`src/rtl/paula_audio_mixer_seq.sv`:
```
// Sequential Paula-style audio mixer: one multiply-accumulate per clock, routed left/right.
// Define PAULA_MIXER_SAT_EN to clamp out-of-range sums instead of wrapping them.
module paula_audio_mixer_seq #(
    parameter int NCH = 4,
    parameter int OW  = 15
) (
    input  logic                  clk,
    input  logic                  reset_n,
    input  logic                  clk7_en,
    input  logic                  start,
    input  logic [NCH*8-1:0]      sample,
    input  logic [NCH*7-1:0]      vol,
    input  logic [NCH-1:0]        route,
    output logic signed [OW-1:0]  ldatasum,
    output logic signed [OW-1:0]  rdatasum,
    output logic                  valid,
    output logic                  busy,
    output logic                  overrun
);

    localparam int AW   = 14 + $clog2(NCH) + 1;
    localparam int IW   = $clog2(NCH);
    localparam int OMAX = (2 ** (OW - 1)) - 1;
    localparam int OMIN = -(2 ** (OW - 1));

    typedef enum logic [1:0] {
        IDLE,
        MAC,
        OUT
    } state_t;

    state_t                 state_q, state_d;
    logic [IW-1:0]          idx_q, idx_d;
    logic signed [AW-1:0]   accL_q, accL_d;
    logic signed [AW-1:0]   accR_q, accR_d;
    logic [NCH*8-1:0]       sample_q, sample_d;
    logic [NCH*7-1:0]       vol_q, vol_d;
    logic [NCH-1:0]         route_q, route_d;
    logic signed [OW-1:0]   lsum_q, lsum_d;
    logic signed [OW-1:0]   rsum_q, rsum_d;
    logic                   valid_q, valid_d;
    logic                   overrun_q, overrun_d;

    logic [7:0]             chSample;
    logic [6:0]             chVol;
    logic [6:0]             effVol;
    logic signed [13:0]     prod;
    logic signed [AW-1:0]   prodExt;
    logic                   startReq;

    // The current channel's product always comes from the snapshot, never the live inputs.
    assign chSample = sample_q[int'(idx_q) * 8 +: 8];
    assign chVol    = vol_q[int'(idx_q) * 7 +: 7];
    assign effVol   = chVol[6] ? 7'd64 : {1'b0, chVol[5:0]};
    assign prod     = $signed({{6{chSample[7]}}, chSample}) * $signed({7'b0, effVol});
    assign prodExt  = {{(AW - 14){prod[13]}}, prod};
    assign startReq = start && clk7_en;

    function automatic logic signed [OW-1:0] toOut(input logic signed [AW-1:0] a);
`ifdef PAULA_MIXER_SAT_EN
        int v;
        v = int'(a);
        if (v > OMAX) begin
            return OW'(OMAX);
        end else if (v < OMIN) begin
            return OW'(OMIN);
        end
        return OW'(a);
`else
        return OW'(a);
`endif
    endfunction

    always_comb begin
        state_d   = state_q;
        idx_d     = idx_q;
        accL_d    = accL_q;
        accR_d    = accR_q;
        sample_d  = sample_q;
        vol_d     = vol_q;
        route_d   = route_q;
        lsum_d    = lsum_q;
        rsum_d    = rsum_q;
        valid_d   = 1'b0;
        overrun_d = 1'b0;

        case (state_q)
            IDLE: begin
                if (startReq) begin
                    state_d  = MAC;
                    idx_d    = '0;
                    accL_d   = '0;
                    accR_d   = '0;
                    sample_d = sample;
                    vol_d    = vol;
                    route_d  = route;
                end
            end
            MAC: begin
                overrun_d = startReq;
                if (route_q[idx_q]) begin
                    accL_d = accL_q + prodExt;
                end else begin
                    accR_d = accR_q + prodExt;
                end
                // Sums are registered on the last MAC edge so they are present during OUT.
                if (idx_q == IW'(NCH - 1)) begin
                    state_d = OUT;
                    lsum_d  = toOut(accL_d);
                    rsum_d  = toOut(accR_d);
                    valid_d = 1'b1;
                end else begin
                    idx_d = idx_q + 1'b1;
                end
            end
            OUT: begin
                overrun_d = startReq;
                state_d   = IDLE;
            end
            default: begin
                state_d = IDLE;
            end
        endcase
    end

    always_ff @(posedge clk) begin
        if (!reset_n) begin
            state_q   <= IDLE;
            idx_q     <= '0;
            accL_q    <= '0;
            accR_q    <= '0;
            sample_q  <= '0;
            vol_q     <= '0;
            route_q   <= '0;
            lsum_q    <= '0;
            rsum_q    <= '0;
            valid_q   <= 1'b0;
            overrun_q <= 1'b0;
        end else begin
            state_q   <= state_d;
            idx_q     <= idx_d;
            accL_q    <= accL_d;
            accR_q    <= accR_d;
            sample_q  <= sample_d;
            vol_q     <= vol_d;
            route_q   <= route_d;
            lsum_q    <= lsum_d;
            rsum_q    <= rsum_d;
            valid_q   <= valid_d;
            overrun_q <= overrun_d;
        end
    end

    assign ldatasum = lsum_q;
    assign rdatasum = rsum_q;
    assign valid    = valid_q;
    assign overrun  = overrun_q;
    assign busy     = (state_q != IDLE);

endmodule

```
`config.mk`:
```
export PLATFORM = sky130hd
export DESIGN_NAME = paula_audio_mixer_seq
export DESIGN_NICKNAME = d
export VERILOG_FILES = /design/src/rtl/paula_audio_mixer_seq.sv
export SDC_FILE = /design/constraint.sdc
export NUM_CORES = 1
export LEC_CHECK = 0
export BUFFER_PORTS_ARGS = -buffer_cell sky130_fd_sc_hd__buf_2
export CAP_MARGIN = 10
export CORE_MARGIN = 3
export CORE_UTILIZATION = 31
export CTS_CLUSTER_SIZE = 12
export DETAILED_ROUTE_END_ITERATION = 10
export SLEW_MARGIN = 20
export SYNTH_ARGS = -nofsm -noshare
export SYNTH_HDL_FRONTEND = slang
export SYNTH_SLANG_ARGS = --single-unit
```
`constraint.sdc`:
```
create_clock -name clk -period 11.9 [get_ports clk]
set_input_delay 2.975 -clock clk [delete_from_list [all_inputs] [get_ports clk]]
set_output_delay 2.975 -clock clk [all_outputs]
set_load 0.005 [all_outputs]
```
Word-level counts from Yosys, hierarchy flattened
Cells that the tools add are included.
- register bits: 134
- input bits: 68
- output and inout bits: 33
- logic and storage cells: 58
- $mul: 2
- reduce and logical (&&, ||, !) cells: 14
- $add $sub $neg: 3
- mux-type cells: 15
- order comparisons: 1
- equal/unequal tests: 8
- shift operators: 2
- operators by type and width (kind ; count):
    17-bit case mux with 2 select lines ; 2
    17-bit 2-to-1 mux ; 3
    17-bit by 14-bit adder with 17-bit output ; 2
    32-bit by 6-bit indexed part select with 8-bit output ; 1
    28-bit by 6-bit indexed part select with 7-bit output ; 1
    8-bit by 8-bit multiplier with 14-bit output ; 1
    2-bit AND reduction ; 6
    2-bit != test (second input constant) ; 5
    3-bit AND reduction ; 3
    2-bit 2-to-1 mux ; 4
    2-bit case mux with 2 select lines ; 2
    7-bit 2-to-1 mux ; 1
    2-bit by 3-bit multiplier with 5-bit output (second input constant) ; 1
    2-bit == test (second input constant) ; 2
    2-bit nonzero test ; 2
    2-bit by 3-bit less-than comparator with 1-bit output (second input constant) ; 1
    2-bit by 1-bit adder with 2-bit output (second input constant) ; 1
    1-bit binary-select mux with 2-bit select ; 1
    2-bit by 1-bit == test with 1-bit output (second input constant) ; 1
    2-bit zero test ; 1
    1-bit 2-to-1 mux ; 2
    2-bit OR reduction ; 1
    1-bit logical AND ; 1

Longest topological paths before layout
- depth in word-level cells: 7
- depth in mapped cells: 30
- mapped depth without buffers: 28

Least setup slack after synthesis
Ideal clock, no wire load.
- path type: reg2reg
- from: register idx_q[0]
- to: register lsum_q[14] (netlist: ldatasum[14])
- path buffers: 3
- period minus slack after synthesis: 6.947 ns
- setup time: 0.133 ns
- cell stages (with the launch flop): 29
- arrival: 6.814 ns
- data required time: 11.767 ns
- path slack: 4.953 ns
- path through: dfxtp_1 > buf_6 > buf_2 > buf_1 > mux2_2 > o21ai_0 > nor2_1 > fa_1 > inv_1 > fa_1 > inv_1 > fa_1 > inv_1 > fa_1 > inv_1 > ha_1 > a21oi_1 > o21bai_1 > a21oi_1 > xnor2_1 > ha_1 > a21oi_1 > o21ai_0 > a21oi_1 > a21oi_1 > o21a_1 > mux2_2 > xnor2_1 > a21oi_1
- word-level cells in the longest chain between the ends: 6
- elaborated cells between the ends (all ways): 11
- those cells by class: add/sub: 1; mul: 2; eq/ne: 1; shift: 2; mux: 4; reduce/logical: 1
- ends and longest elaborated chain (what ; line ; RTL):
    start, declared ; 33 ; logic [IW-1:0] idx_q, idx_d;
    start signal, assigned ; 141 ; idx_q <= idx_d;
    2-bit by 3-bit multiplier with 5-bit output ; 53 ; assign chVol = vol_q[int'(idx_q) * 7 +: 7];
    28-bit by 6-bit indexed part select with 7-bit output ; 53 ;
    7-bit 2-to-1 mux ; 54 ; assign effVol = chVol[6] ? 7'd64 : {1'b0, chVol[5:0]};
    8-bit by 8-bit multiplier with 14-bit output ; 55 ; assign prod = $signed({{6{chSample[7]}}, chSample}) * $signed({7'b0, effVol});
    17-bit by 14-bit adder with 17-bit output ; 102 ; accL_d = accL_q + prodExt;
    17-bit 2-to-1 mux ; 101 ; if (route_q[idx_q]) begin
    end signal, assigned ; 147 ; lsum_q <= lsum_d;
    end, declared ; 39 ; logic signed [OW-1:0] lsum_q, lsum_d;
Several ways; a longest one is shown, not always the timed one. The select of a mux whose other input is x is not followed.
A chain may end at the register's enable or synchronous reset.

Worst setup path in the final report
Ends and elaborated chain as after synthesis.

==> out/metrics.cfg <==
[hold_path]
holdPathStages=2
hp-class=register to register
hold_end=rdatasum[1]$_SDFFE_PN0P_
min_from=rdatasum[1]$_SDFFE_PN0P_

[finish]
final_cell_mix=206 x nand2_1, 130 x dfxtp_1, 100 x buf_2, 95 x inv_1, 89 x nor2_1
antenna_cells=0
drive_gt1_share_pct=14.1
final_common_cell=nand2_1
regArea_mm2=0.00260
num-nets-final=1334
fillers=2891
multi_input_area_mm2=0.00560
finalCoreUtilization_pct=37.2
syn_to_final_growth_pct=16.2
finalInstanceArea_mm2=0.0102

[setup_path]
rrSetupSlack_ns=4.32
worstRegToRegCells=28
crit_top_cell=a21oi_1
critPathKind=register to register
cp-start-kind=register
cp_data_required_time_ns=12.19
reg2reg_from=idx_q[0]$_SDFFE_PN0P_
endpoint_kind=register
critPathMaxStageDelay_ns=0.63
slowest_stage=mux4_2
crit_fanout=33
worstPathArrival_ns=7.87
reg2reg_to=ldatasum[14]$_SDFFE_PN0P_

[sta]
fmax_mhz=132
setup_viol=0
slew_headroom_pct=28.0
rsz0062_at_grt=no
maxSlewViolCount=0
hold_viol=0
fin_crit_ns=7.58
fin_skew_ns=0.0134
min_period_over_period_pct=63.7
fin_tns_setup_ns=0
worst_pin_slew_ns=1.08

[floorplanning]
io_pins=101
die_h_um=174
start_util_pct=32.0
num_rows=60
die_w_um=174
die-area_mm2=0.0303
core_area_mm2=0.0273

[logic_synthesis]
synth_cells=1085
yosysTopAreaCell=dfxtp_1
ys.flop_type=dfxtp_1
yosys-top-cells-area=dfxtp_1 30%, fa_1 9.8%, ha_1 8.9%
syn_area_mm2=0.00875
synth-seq-area-share_pct=29.7
syn_nets=1258
postSynthAreaPerCell_um2=8.06
synth-seq-cells=130
yosysWarnings=0
async_flop_share_pct=0
synth_top_cell_area_share_pct=29.7
synth_edf_count=0
ys_types=55

[global_routing]
use_met3_pct=2.73
use_met1_pct=21.0
track_usage_pct=14.9
antenna_found_initial=0
grt_pass1_wl_mm=36.9
grtUsageMet2_pct=23.6
grt_pass1_vias=7261
grt_max_degree=96
grt_overflow_total=0
top_usage_layer=met2

[clock_tree]
clock_latency_ns=0.43
cts_buffers=17
cts_sinks=130
htree_levels=4
cts_setup_buffers=0
clk_path_buf_depth=2
clk_pin_slew_ns=0.06
cts_tree=built
cts_hold_buf=0
cts_resized=0
cts-root-buf=clkbuf_16

[place]
port-buffer-count=100
gp_congestion=0.866
dp_hpwl_mm=16.6
postPlaceCellArea_mm2=0.00960

[detailed_routing]
vias_per_cell=4.86
first_iter_violations=380
wl_per_cell_um=14.8
routed_wl_mm=22.8
drc=0
firstDrtPassIters=5
drt.antenna.violating_nets=0
num_vias=7519

[status]
status=finished clean

[power]
p_clk_share_pct=46.2
peakVddDrop_uv=65.3
leakage_nw=4.30
switching_power_uw=328
pwr-share-comb_pct=13.1
power.density_mw_per_mm2=110
swShare_pct=29.3
internal-power_uw=794
pwr-share-seq_pct=40.6

[run]
cap_violations=0

how the worst max path moves through the flow:
| stage | start | to | cells past startpoint |
|---|---|---|---|
| after floorplan | idx_q[0]$_SDFFE_PN0P_ | ldatasum[14]$_SDFFE_PN0P_ | 28 |
| after global placement | idx_q[0]$_SDFFE_PN0P_ | ldatasum[14]$_SDFFE_PN0P_ | 28 |
| after detailed placement | idx_q[0]$_SDFFE_PN0P_ | ldatasum[14]$_SDFFE_PN0P_ | 28 |
| after CTS | idx_q[0]$_SDFFE_PN0P_ | ldatasum[14]$_SDFFE_PN0P_ | 28 |
| after global routing | idx_q[0]$_SDFFE_PN0P_ | ldatasum[14]$_SDFFE_PN0P_ | 28 |
| final | idx_q[0]$_SDFFE_PN0P_ | ldatasum[14]$_SDFFE_PN0P_ | 28 |
final cells by class:
type	count	area share (%)
repair buffers	110	5.66
clock buffers	17	4.18
clock inverters	15	1.45
multi-input cells	807	55.0
flip-flops and latches	130	25.6
well taps	372	4.58
inverters	95	3.51
critical path: cells and delay by family (launching register included):
family | cells | cell delay (ns)
multiplexers | 2 | 0.92
buffers and inverters | 5 | 0.93
XOR/XNOR | 2 | 0.33
flip-flops | 1 | 0.31
AO/OA/AOI/OAI | 11 | 2.14
AND/OR/NAND/NOR | 2 | 0.56
adder cells (fa/ha/maj) | 6 | 2.23
through the flow:
stage	total power [mW]	std cells	hold WS (ns)	setup WS, ns
after detailed placement	0.613	1514	0.441	4.35
after CTS	1.13	1546	0.450	4.33
after global routing	1.17	1546	0.470	3.78
after floorplan	0.565	1085	0.432	4.95
after global placement	0.611	1514	0.439	4.48
final	1.12	1546	0.448	4.32
synth_stat cells (10+ instances only):
cell type	n
xnor2_1	20
and2_1	14
nor2_1	90
o21ai_0	45
nor2b_1	17
a21oi_1	76
xor2_1	10
mux2i_1	16
clkbuf_1	42
nand3_1	23
fa_1	43
dfxtp_1	130
nand2_1	206
a21boi_0	47
inv_1	95
a211oi_1	20
ha_1	62
cell families (layout without fill, tap and decap cells):
group	after synthesis	after routing	synth area share, %
AOI/OAI and AO/OA	256	256	18.7
xor gates and xnor gates	30	30	3.00
adders and majority gates	105	105	18.7
buffers and inverters	148	237	6.49
DFF	130	130	29.7
muxes	31	31	4.58
and+or+nand+nor	385	385	18.8
metal layers:
layer  routed length, µm  part of all wire [%]
met4                 257                   1.1
met5                   0                     0
met3                 942                   4.1
met2               10400                    45
met1               11300                    49
registers in the layout, summed over array words and instances, names as in the netlist:
signal,flops
accL_q,15
accR_q,15
idx_q,2
ldatasum,15
overrun,1
rdatasum,15
route_q,4
sample_q,32
state_q,2
valid,1
vol_q,28
power groups by stage:
stage | sequential [mW] | clock (mW) | combinational, mW
floorplan | 0.464 | 0 | 0.102
global placement | 0.466 | 0 | 0.146
detailed placement | 0.466 | 0 | 0.147
CTS | 0.456 | 0.529 | 0.148
global route | 0.458 | 0.548 | 0.165
finish | 0.456 | 0.519 | 0.147
Note: power is estimated with default switching activity, not from simulation.
